===== src/rtl/gmii_rx_monitor.sv =====
// GMII receive monitor: tracks preamble/SFD framing, measures each frame, and
// offers a one-entry summary over a srdy/drdy handshake.
// Optional CRC-32 check of the FCS is compiled in with GMII_MON_CRC_EN.
//
// state  | meaning
// -------+---------------------------------------------------------------
// IDLE   | line quiet, waiting for the first preamble byte
// PRE    | inside the preamble, waiting for the SFD (0xD5)
// DATA   | counting frame bytes after the SFD until dv falls
// DROP   | bad framing or post-reset; ignore bytes until dv falls
module gmii_rx_monitor #(
  parameter int MIN_LEN = 64,
  parameter int MAX_LEN = 1518
) (
  input  logic        clk,
  input  logic        reset,
  input  logic        gmii_tx_dv,
  input  logic [7:0]  gmii_txd,
  output logic        p_srdy,
  input  logic        p_drdy,
  output logic [15:0] p_len,
  output logic [7:0]  p_dest,
  output logic [7:0]  p_src,
  output logic [2:0]  p_err,
  output logic [15:0] frame_count,
  output logic [15:0] drop_count
);

  typedef enum logic [1:0] {S_IDLE, S_PRE, S_DATA, S_DROP} state_t;

  localparam logic [15:0] MIN_LEN_W = 16'(MIN_LEN);
  localparam logic [15:0] MAX_LEN_W = 16'(MAX_LEN);

  state_t      r_state;
  state_t      w_state_nxt;
  logic [2:0]  r_pre_cnt;
  logic [15:0] r_len;
  logic [7:0]  r_dest_cap;
  logic [7:0]  r_src_cap;
  logic        w_pre_start;
  logic        w_pre_more;
  logic        w_sfd;
  logic        w_frame_end;
  logic        w_bad_frame;
  logic        w_slot_free;
  logic        w_load;
  logic        w_busy_drop;
  logic        w_data_byte;
  logic        w_crc_bad;

  always_ff @(posedge clk) begin
    if (reset) r_state <= S_DROP;
    else       r_state <= w_state_nxt;
  end

  always_comb begin
    w_state_nxt = r_state;
    w_pre_start = 1'b0;
    w_pre_more  = 1'b0;
    w_sfd       = 1'b0;
    w_frame_end = 1'b0;
    w_bad_frame = 1'b0;
    case (r_state)
      S_IDLE: begin
        if (gmii_tx_dv) begin
          if (gmii_txd == 8'h55) begin
            w_state_nxt = S_PRE;
            w_pre_start = 1'b1;
          end else begin
            w_state_nxt = S_DROP;
            w_bad_frame = 1'b1;
          end
        end
      end
      S_PRE: begin
        // r_pre_cnt already counts the 0x55 bytes seen; an eighth one is a preamble error
        if (!gmii_tx_dv) begin
          w_state_nxt = S_IDLE;
          w_bad_frame = 1'b1;
        end else if (gmii_txd == 8'hD5) begin
          w_state_nxt = S_DATA;
          w_sfd       = 1'b1;
        end else if (gmii_txd == 8'h55 && r_pre_cnt != 3'd7) begin
          w_pre_more  = 1'b1;
        end else begin
          w_state_nxt = S_DROP;
          w_bad_frame = 1'b1;
        end
      end
      S_DATA: begin
        if (!gmii_tx_dv) begin
          w_state_nxt = S_IDLE;
          w_frame_end = 1'b1;
        end
      end
      S_DROP: begin
        if (!gmii_tx_dv) w_state_nxt = S_IDLE;
      end
      default: w_state_nxt = S_DROP;
    endcase
  end

  assign w_data_byte = (r_state == S_DATA) && gmii_tx_dv;
  assign w_slot_free = !p_srdy || p_drdy;
  assign w_load      = w_frame_end && w_slot_free;
  assign w_busy_drop = w_frame_end && !w_slot_free;

`ifdef GMII_MON_CRC_EN
  // Reflected-register form of the 0xC704DD7B good-frame residue
  localparam logic [31:0] CRC_RESIDUE = 32'hDEBB20E3;

  logic [31:0] r_crc;

  function automatic logic [31:0] crc32_byte(input logic [31:0] crc, input logic [7:0] data);
    logic [31:0] c;
    c = crc;
    for (int i = 0; i < 8; i++) begin
      c = (c[0] ^ data[i]) ? ((c >> 1) ^ 32'hEDB88320) : (c >> 1);
    end
    return c;
  endfunction

  always_ff @(posedge clk) begin
    if (reset)            r_crc <= 32'h0;
    else if (w_sfd)       r_crc <= 32'hFFFFFFFF;
    else if (w_data_byte) r_crc <= crc32_byte(r_crc, gmii_txd);
  end

  assign w_crc_bad = (r_crc != CRC_RESIDUE);
`else
  assign w_crc_bad = 1'b0;
`endif

  always_ff @(posedge clk) begin
    if (reset) begin
      r_pre_cnt   <= 3'd0;
      r_len       <= 16'd0;
      r_dest_cap  <= 8'd0;
      r_src_cap   <= 8'd0;
      p_srdy      <= 1'b0;
      p_len       <= 16'd0;
      p_dest      <= 8'd0;
      p_src       <= 8'd0;
      p_err       <= 3'd0;
      frame_count <= 16'd0;
      drop_count  <= 16'd0;
    end else begin
      if (w_pre_start)     r_pre_cnt <= 3'd1;
      else if (w_pre_more) r_pre_cnt <= r_pre_cnt + 3'd1;

      // Capture registers are cleared at the SFD so short frames report zero
      if (w_sfd) begin
        r_len      <= 16'd0;
        r_dest_cap <= 8'd0;
        r_src_cap  <= 8'd0;
      end else if (w_data_byte) begin
        if (r_len != 16'hFFFF) r_len <= r_len + 16'd1;
        if (r_len == 16'd5)    r_dest_cap <= gmii_txd;
        if (r_len == 16'd11)   r_src_cap  <= gmii_txd;
      end

      if (w_load) begin
        p_srdy      <= 1'b1;
        p_len       <= r_len;
        p_dest      <= r_dest_cap;
        p_src       <= r_src_cap;
        p_err       <= {w_crc_bad, (r_len > MAX_LEN_W), (r_len < MIN_LEN_W)};
        frame_count <= frame_count + 16'd1;
      end else if (p_srdy && p_drdy) begin
        p_srdy      <= 1'b0;
      end

      if (w_bad_frame || w_busy_drop) drop_count <= drop_count + 16'd1;
    end
  end

endmodule

===== config.mk =====
export PLATFORM = sky130hd
export DESIGN_NAME = gmii_rx_monitor
export DESIGN_NICKNAME = d
export VERILOG_FILES = /design/src/rtl/gmii_rx_monitor.sv
export SDC_FILE = /design/constraint.sdc
export NUM_CORES = 1
export LEC_CHECK = 0
export ABC_CLOCK_PERIOD_IN_PS = 3200
export CORE_MARGIN = 1
export CORE_UTILIZATION = 55
export CTS_CLUSTER_SIZE = 40
export DETAILED_ROUTE_END_ITERATION = 10
export GPL_ROUTABILITY_DRIVEN = 0
export HOLD_SLACK_MARGIN = 0.08
export PLACE_DENSITY_LB_ADDON = 0.2
export SKIP_LAST_GASP = 1
export SYNTH_ARGS = -nofsm -noshare
export SYNTH_HDL_FRONTEND = slang
export SYNTH_SLANG_ARGS = --single-unit

===== constraint.sdc =====
create_clock -name clk -period 3.2 [get_ports clk]
set_input_delay 0.64 -clock clk [delete_from_list [all_inputs] [get_ports clk]]
set_output_delay 0.64 -clock clk [all_outputs]
set_load 0.02 [all_outputs]

==> After elaboration in Yosys (flattened, before gate mapping) <==
Cells that the tools add are included.
{ "totals": {"regBits": 104, "in_bits": 12, "out_inout_bits": 68, "word_cells": 79} }
{ "op_classes": {"n_addsub": 4, "magnitude_cmp": 2, "eq_ne": 12, "mux": 29, "n_reduce_logical": 19} }
{ "ops": {"columns": ["op", "count"], "rows": [
  ["16-bit by 1-bit adder with 16-bit output (second input constant)", 3],
  ["1-bit 2-to-1 mux", 21],
  ["16-bit by 3-bit == test with 1-bit output (second input constant)", 1],
  ["16-bit by 4-bit == test with 1-bit output (second input constant)", 1],
  ["16-bit by 11-bit greater-than comparator with 1-bit output (second input constant)", 1],
  ["16-bit by 7-bit < comparator with 1-bit output (second input constant)", 1],
  ["16-bit != test (second input constant)", 1],
  ["2-bit 2-to-1 mux", 6],
  ["8-bit by 7-bit == test with 1-bit output (second input constant)", 1],
  ["8-bit == test (second input constant)", 1],
  ["2-bit case mux with 3 select lines", 1],
  ["2-bit AND reduction", 3],
  ["2-bit OR reduction", 3],
  ["1-bit logical AND", 5],
  ["2-bit == test (second input constant)", 2],
  ["2-bit != test (second input constant)", 2],
  ["4-bit != test (second input constant)", 1],
  ["2-bit nonzero test", 2],
  ["3-bit by 1-bit adder with 3-bit output (second input constant)", 1],
  ["3-bit != test (second input constant)", 1],
  ["3-bit AND reduction", 1],
  ["2-bit by 1-bit == test with 1-bit output (second input constant)", 1],
  ["1-bit zero test", 2],
  ["2-bit zero test", 1],
  ["2 further kinds", 3]
]} }

==> Logic depth before layout (Yosys ltp) <==
{ "logic_depth": {"depth_word": 8, "ltp_mapped": 7, "depth_no_buf": 7} }

==> Worst setup path after synthesis <==
Ideal clock, no wire load.
{ "synth_timing": {"path_kind": "input-to-reg", "startpoint": "input gmii_tx_dv", "endpoint": "register drop_count[15]", "setup_time_ps": 121, "arrival_ps": 2035, "t_required_ps": 3079, "path_slack_ps": 1043, "stages": 6, "path_buffers": 1, "path_cell_list": "buf_2 > or3b_4 > nor2_8 > nor3_4 > and4b_1 > mux2_4"} }
{ "synth_between": {"elab_chain_cells": 4, "word_cells_on_any_way": 7, "cone_classes": "5 x mux; 2 x reduce/logical"} }
{ "synth_lines": {"columns": ["item", "line", "text"], "rows": [
  ["start: declaration", "17", "input logic gmii_tx_dv,"],
  ["1-bit 2-to-1 mux", "91", "if (!gmii_tx_dv) begin"],
  ["1-bit 2-to-1 mux", "63", "case (r_state)"],
  ["1-bit logical AND", "106", "assign w_busy_drop = w_frame_end && !w_slot_free;"],
  ["1-bit logical OR *", "173", "if (w_bad_frame || w_busy_drop) drop_count <= drop_count + 16'd1;"],
  ["end signal: assignment", "173", null],
  ["end: declaration", "26", "output logic [15:0] drop_count"]
]} }
Mark *: on every way between the ends. The rest lies on a longest branch, timed or not.
A chain may end at the register's enable or synchronous reset.

==> Worst setup path in the final report <==
{ "layout_timing": {"startpoint": "input gmii_txd[3]", "endpoint": "register drop_count[15]"} }
{ "layout_between": {"elab_chain_cells": 7, "word_cells_on_any_way": 10, "cone_classes": "2 x eq/ne; 6 x mux; 2 x reduce/logical"} }
{ "layout_lines": {"columns": ["item", "line", "text"], "rows": [
  ["start: declaration", "18", "input logic [7:0] gmii_txd,"],
  ["8-bit by 7-bit == test with 1-bit output", "66, 83", null],
  ["1-bit logical AND", "83", "end else if (gmii_txd == 8'h55 && r_pre_cnt != 3'd7) begin"],
  ["1-bit 2-to-1 mux", "83", null],
  ["1-bit 2-to-1 mux", "80", "end else if (gmii_txd == 8'hD5) begin"],
  ["1-bit 2-to-1 mux", "77", "if (!gmii_tx_dv) begin"],
  ["1-bit case mux with 2 select lines *", "63", null],
  ["1-bit logical OR *", "173", null]
]} }
Marks and branches as above.

==> results.yml <==
clocking:
  cts.root.buffer_cell: "clkbuf_8"
  cts_inserted_buffers: 9
  clk_pin_slew_ns: 0.11
  ctsHoldBuffers: 0
  insertion_delay_of_the_later_clocked_pin_in_the_worst_skew_pair_ns: 0.37
  cts_resized: 0
  cts_tree: "done"
  h-tree-depth: 3
  cts_max_path_buffers: 2
  cts_setup_buffers: 0
  cts_num_sinks: 104
synth:
  mappedNetlistNets: 525
  ys.flop_type: "dfxtp_1"
  synthDominantCellAreaShare_pct: 46.5
  yosys-top-cells-count: "dfxtp_1 (104), nand2_1 (83), nor2_1 (65)"
  syn-instance-count: 506
  yosys_register_bits: 104
  mappedNetlistArea_sq_um: 4480
  ys_top_cells_by_area: "dfxtp_1 (46%), nand2_1 (7.0%), xor2_1 (5.5%)"
  yosysTopAreaCell: "dfxtp_1"
  post-synth-top-count-cell: "dfxtp_1"
  synth_enable_flop_cells: 0
  syn-mean-instance-area_sq_um: 8.85
  synth.distinct_cells: 59
  seq_area_frac_synth_pct: 46.5
  synth-async-reset-ratio_pct: 0
  yosys_warnings: 0
cells_and_area:
  antenna_cells_inserted: 0
  finalCoreUtilization_pct: 70.8
  final_nets: 594
  drive_gt1_share_pct: 6.55
  flow.area_growth_from_synthesis_pct: 23.5
  nFillCells: 616
routing:
  postRouteWirelength_mm: 9.61
  drt-wirelength-per-cell_um: 14.1
  drc: 0
  dr.first_iter.drc_count: 165
  ant_nets: 0
  detail_route.first_pass.iterations: 4
  vias_per_cell: 5.55
  total_via_count_after_detailed_routing: 3785
setup_path:
  kind_of_cell_with_the_highest_combined_delay_on_the_critical_path: "simple AND/OR/NAND/NOR gates"
  path_max_fanout: 10
  crit_path_start_kind: "input pin"
  critPathArrivalTime_ns: 2.63
  cpMaxStageDelayCell: "clkdlybuf4s50_1"
  required_time_at_the_endpoint_of_the_critical_path_ns: 3.46
  cp_cell_sequence: "clkdlybuf4s50_1, and4bb_2, a41oi_4, nor3_4, and4b_1, mux2_4"
  path_class: "in2reg"
  path_buf_inv: 1
  crit_path_end_kind: "register"
  worst_path_largest_cell_delay_ns: 0.44
global_route:
  grt.total_usage_pct: 23.6
  largest_net_degree_at_the_start_of_global_routing: 46
  first_global_vias: 3468
  grt_antenna_before_repair: 0
  grt_first_pass_wirelength_mm: 16.2
  globalRouteOverflowTotal: 0
power:
  p_switching_mw: 0.562
  power.density_cell_area_nw_per_um2: 413
  cell_internal_pwr_mw: 1.72
  cellLeakagePower_nw: 2.10
  sw_frac_of_total_pct: 24.6
  power.ir.vdd_worst_v: 0.000308
  power_frac_clock_pct: 37.4
  power.combinational.fraction_pct: 5.1
  seq_power_share_pct: 57.5
die:
  start_util_pct: 57.4
  chip_height_um: 92.3
  die-width_um: 92.3
  total_die_area_sq_um: 8510
  rows: 32
  io_pins: 80
  fp.coreArea_sq_um: 7810
placed_design:
  post-dp-hpwl_mm: 6.56
  port_buffers: 78
timing:
  final-hold-violation-count: 0
  timing.slew.headroom_pct: 52.5
  period_minus_slack_ns: 2.38
  fin_crit_sh_pct: 74.3
  fin_skew_ns: 0.0134
  fmax_mhz: 421
  slew_violations: 0
  rsz0062_at_grt: "no"
  setup_viol: 0
  fin_tns_setup_ns: 0
  worst_slew_pin_slew_ns: 0.706
worst_hold_path:
  hold_class: "reg2reg"
job:
  max-cap-violations: 0
status:
  outcome: "finished, final reports clean"
-- cells by family (layout without fill, tap and decap cells) --
logic type | Yosys count | after routing | synth area share, %
other | 1 | 1 | 0.0837
DFF | 104 | 104 | 46.5
muxes | 19 | 19 | 4.38
buffers and inverters | 30 | 104 | 2.71
and+or+nand+nor | 234 | 234 | 26.1
AOI/OAI and AO/OA | 76 | 76 | 11.4
adders and majority gates | 7 | 7 | 1.95
xor gates and xnor gates | 35 | 35 | 6.84
-- final cells by class --
class	instances	area (sq um)	share of cell area (%)
clock buffers	9	124	2.24
clock inverters	7	86.3	1.56
inverters	5	18.8	0.339
multi-input cells	372	2280	41.2
flip-flops and latches	104	2080	37.6
well taps	102	128	2.31
repair buffers	83	813	14.7
-- cell usage in the layout, fill, tap and decap left out, drive strengths merged, types with 3 or more instances in the layout --
master / netlist / layout
nand3: 13 / 13
ha: 7 / 7
or4: 3 / 3
o311ai: 4 / 4
nand4: 15 / 15
inv: 5 / 8
a211oi: 3 / 3
nor2: 66 / 66
nand2: 83 / 83
a21oi: 43 / 43
dfxtp: 104 / 104
o31ai: 6 / 6
xor2: 28 / 28
o21ai: 5 / 5
buf: 6 / 6
nand2b: 3 / 3
nor3: 10 / 10
nor2b: 5 / 5
mux2i: 17 / 17
clkdlybuf4s50: 0 / 77
and4: 6 / 6
clkbuf: 19 / 9
xnor2: 7 / 7
and3: 12 / 12
or3: 4 / 4
-- per-layer routing --
metal | vias to the layer above | share of wire [%] | GRT usage (%)
li1 | 1888 | - | -
met1 | 1809 | 48 | 30.8
met2 | 78 | 47 | 39.9
met3 | 10 | 4.0 | 2.99
met4 | 0 | 1.3 | 8.98
met5 | - | 0 | 0
-- registers in the layout, summed over array words and instances (netlist names) --
name / cells
p_srdy: 1
r_src_cap: 8
r_state: 2
p_dest: 8
r_pre_cnt: 3
p_src: 8
r_len: 16
frame_count: 16
p_len: 16
drop_count: 16
r_dest_cap: 8
p_err: 2
-- power by group through the flow --
stage	sequential [mW]	combinational [mW]	clock, mW
2_1_floorplan	1.35	0.0676	0
3_3_place_gp	1.34	0.114	0
3_5_place_dp	1.34	0.117	0
4_1_cts	1.31	0.118	0.867
5_1_grt	1.32	0.127	0.919
6_report	1.31	0.117	0.855
-- final timing paths --
kind / cells after the start / slack, ns / startpoint / to
worst max-delay path: 6 / 0.82 / gmii_txd[3] / drop_count[15]
worst min-delay path: 2 / 0.46 / r_dest_cap[1] / p_dest[1]
worst max register to register: 5 / 1.12 / r_len[13] / r_src_cap[3]
worst min register to register: 2 / 0.46 / r_dest_cap[1] / p_dest[1]
-- metrics by stage --
step | hold WS, ns | worst slack (ns) | std cells | instance area [sq um] | power, mW
after detailed placement | 0.447 | 0.444 | 666 | 5320 | 1.46
after global routing | 0.478 | 0.722 | 682 | 5530 | 2.36
after CTS | 0.462 | 0.843 | 682 | 5530 | 2.30
after global placement | 0.440 | 0.489 | 666 | 5320 | 1.46
after floorplan | 0.432 | 1.04 | 506 | 4480 | 1.41
final | 0.460 | 0.823 | 682 | 5530 | 2.29
-- worst register-to-register path: cells and delay by family, from the launching register on --
kind             cells  cell delay, ns
and+or+nand+nor      4            1.31
muxes                1            0.29
DFF                  1            0.37
(Power assumes the default switching activity.)
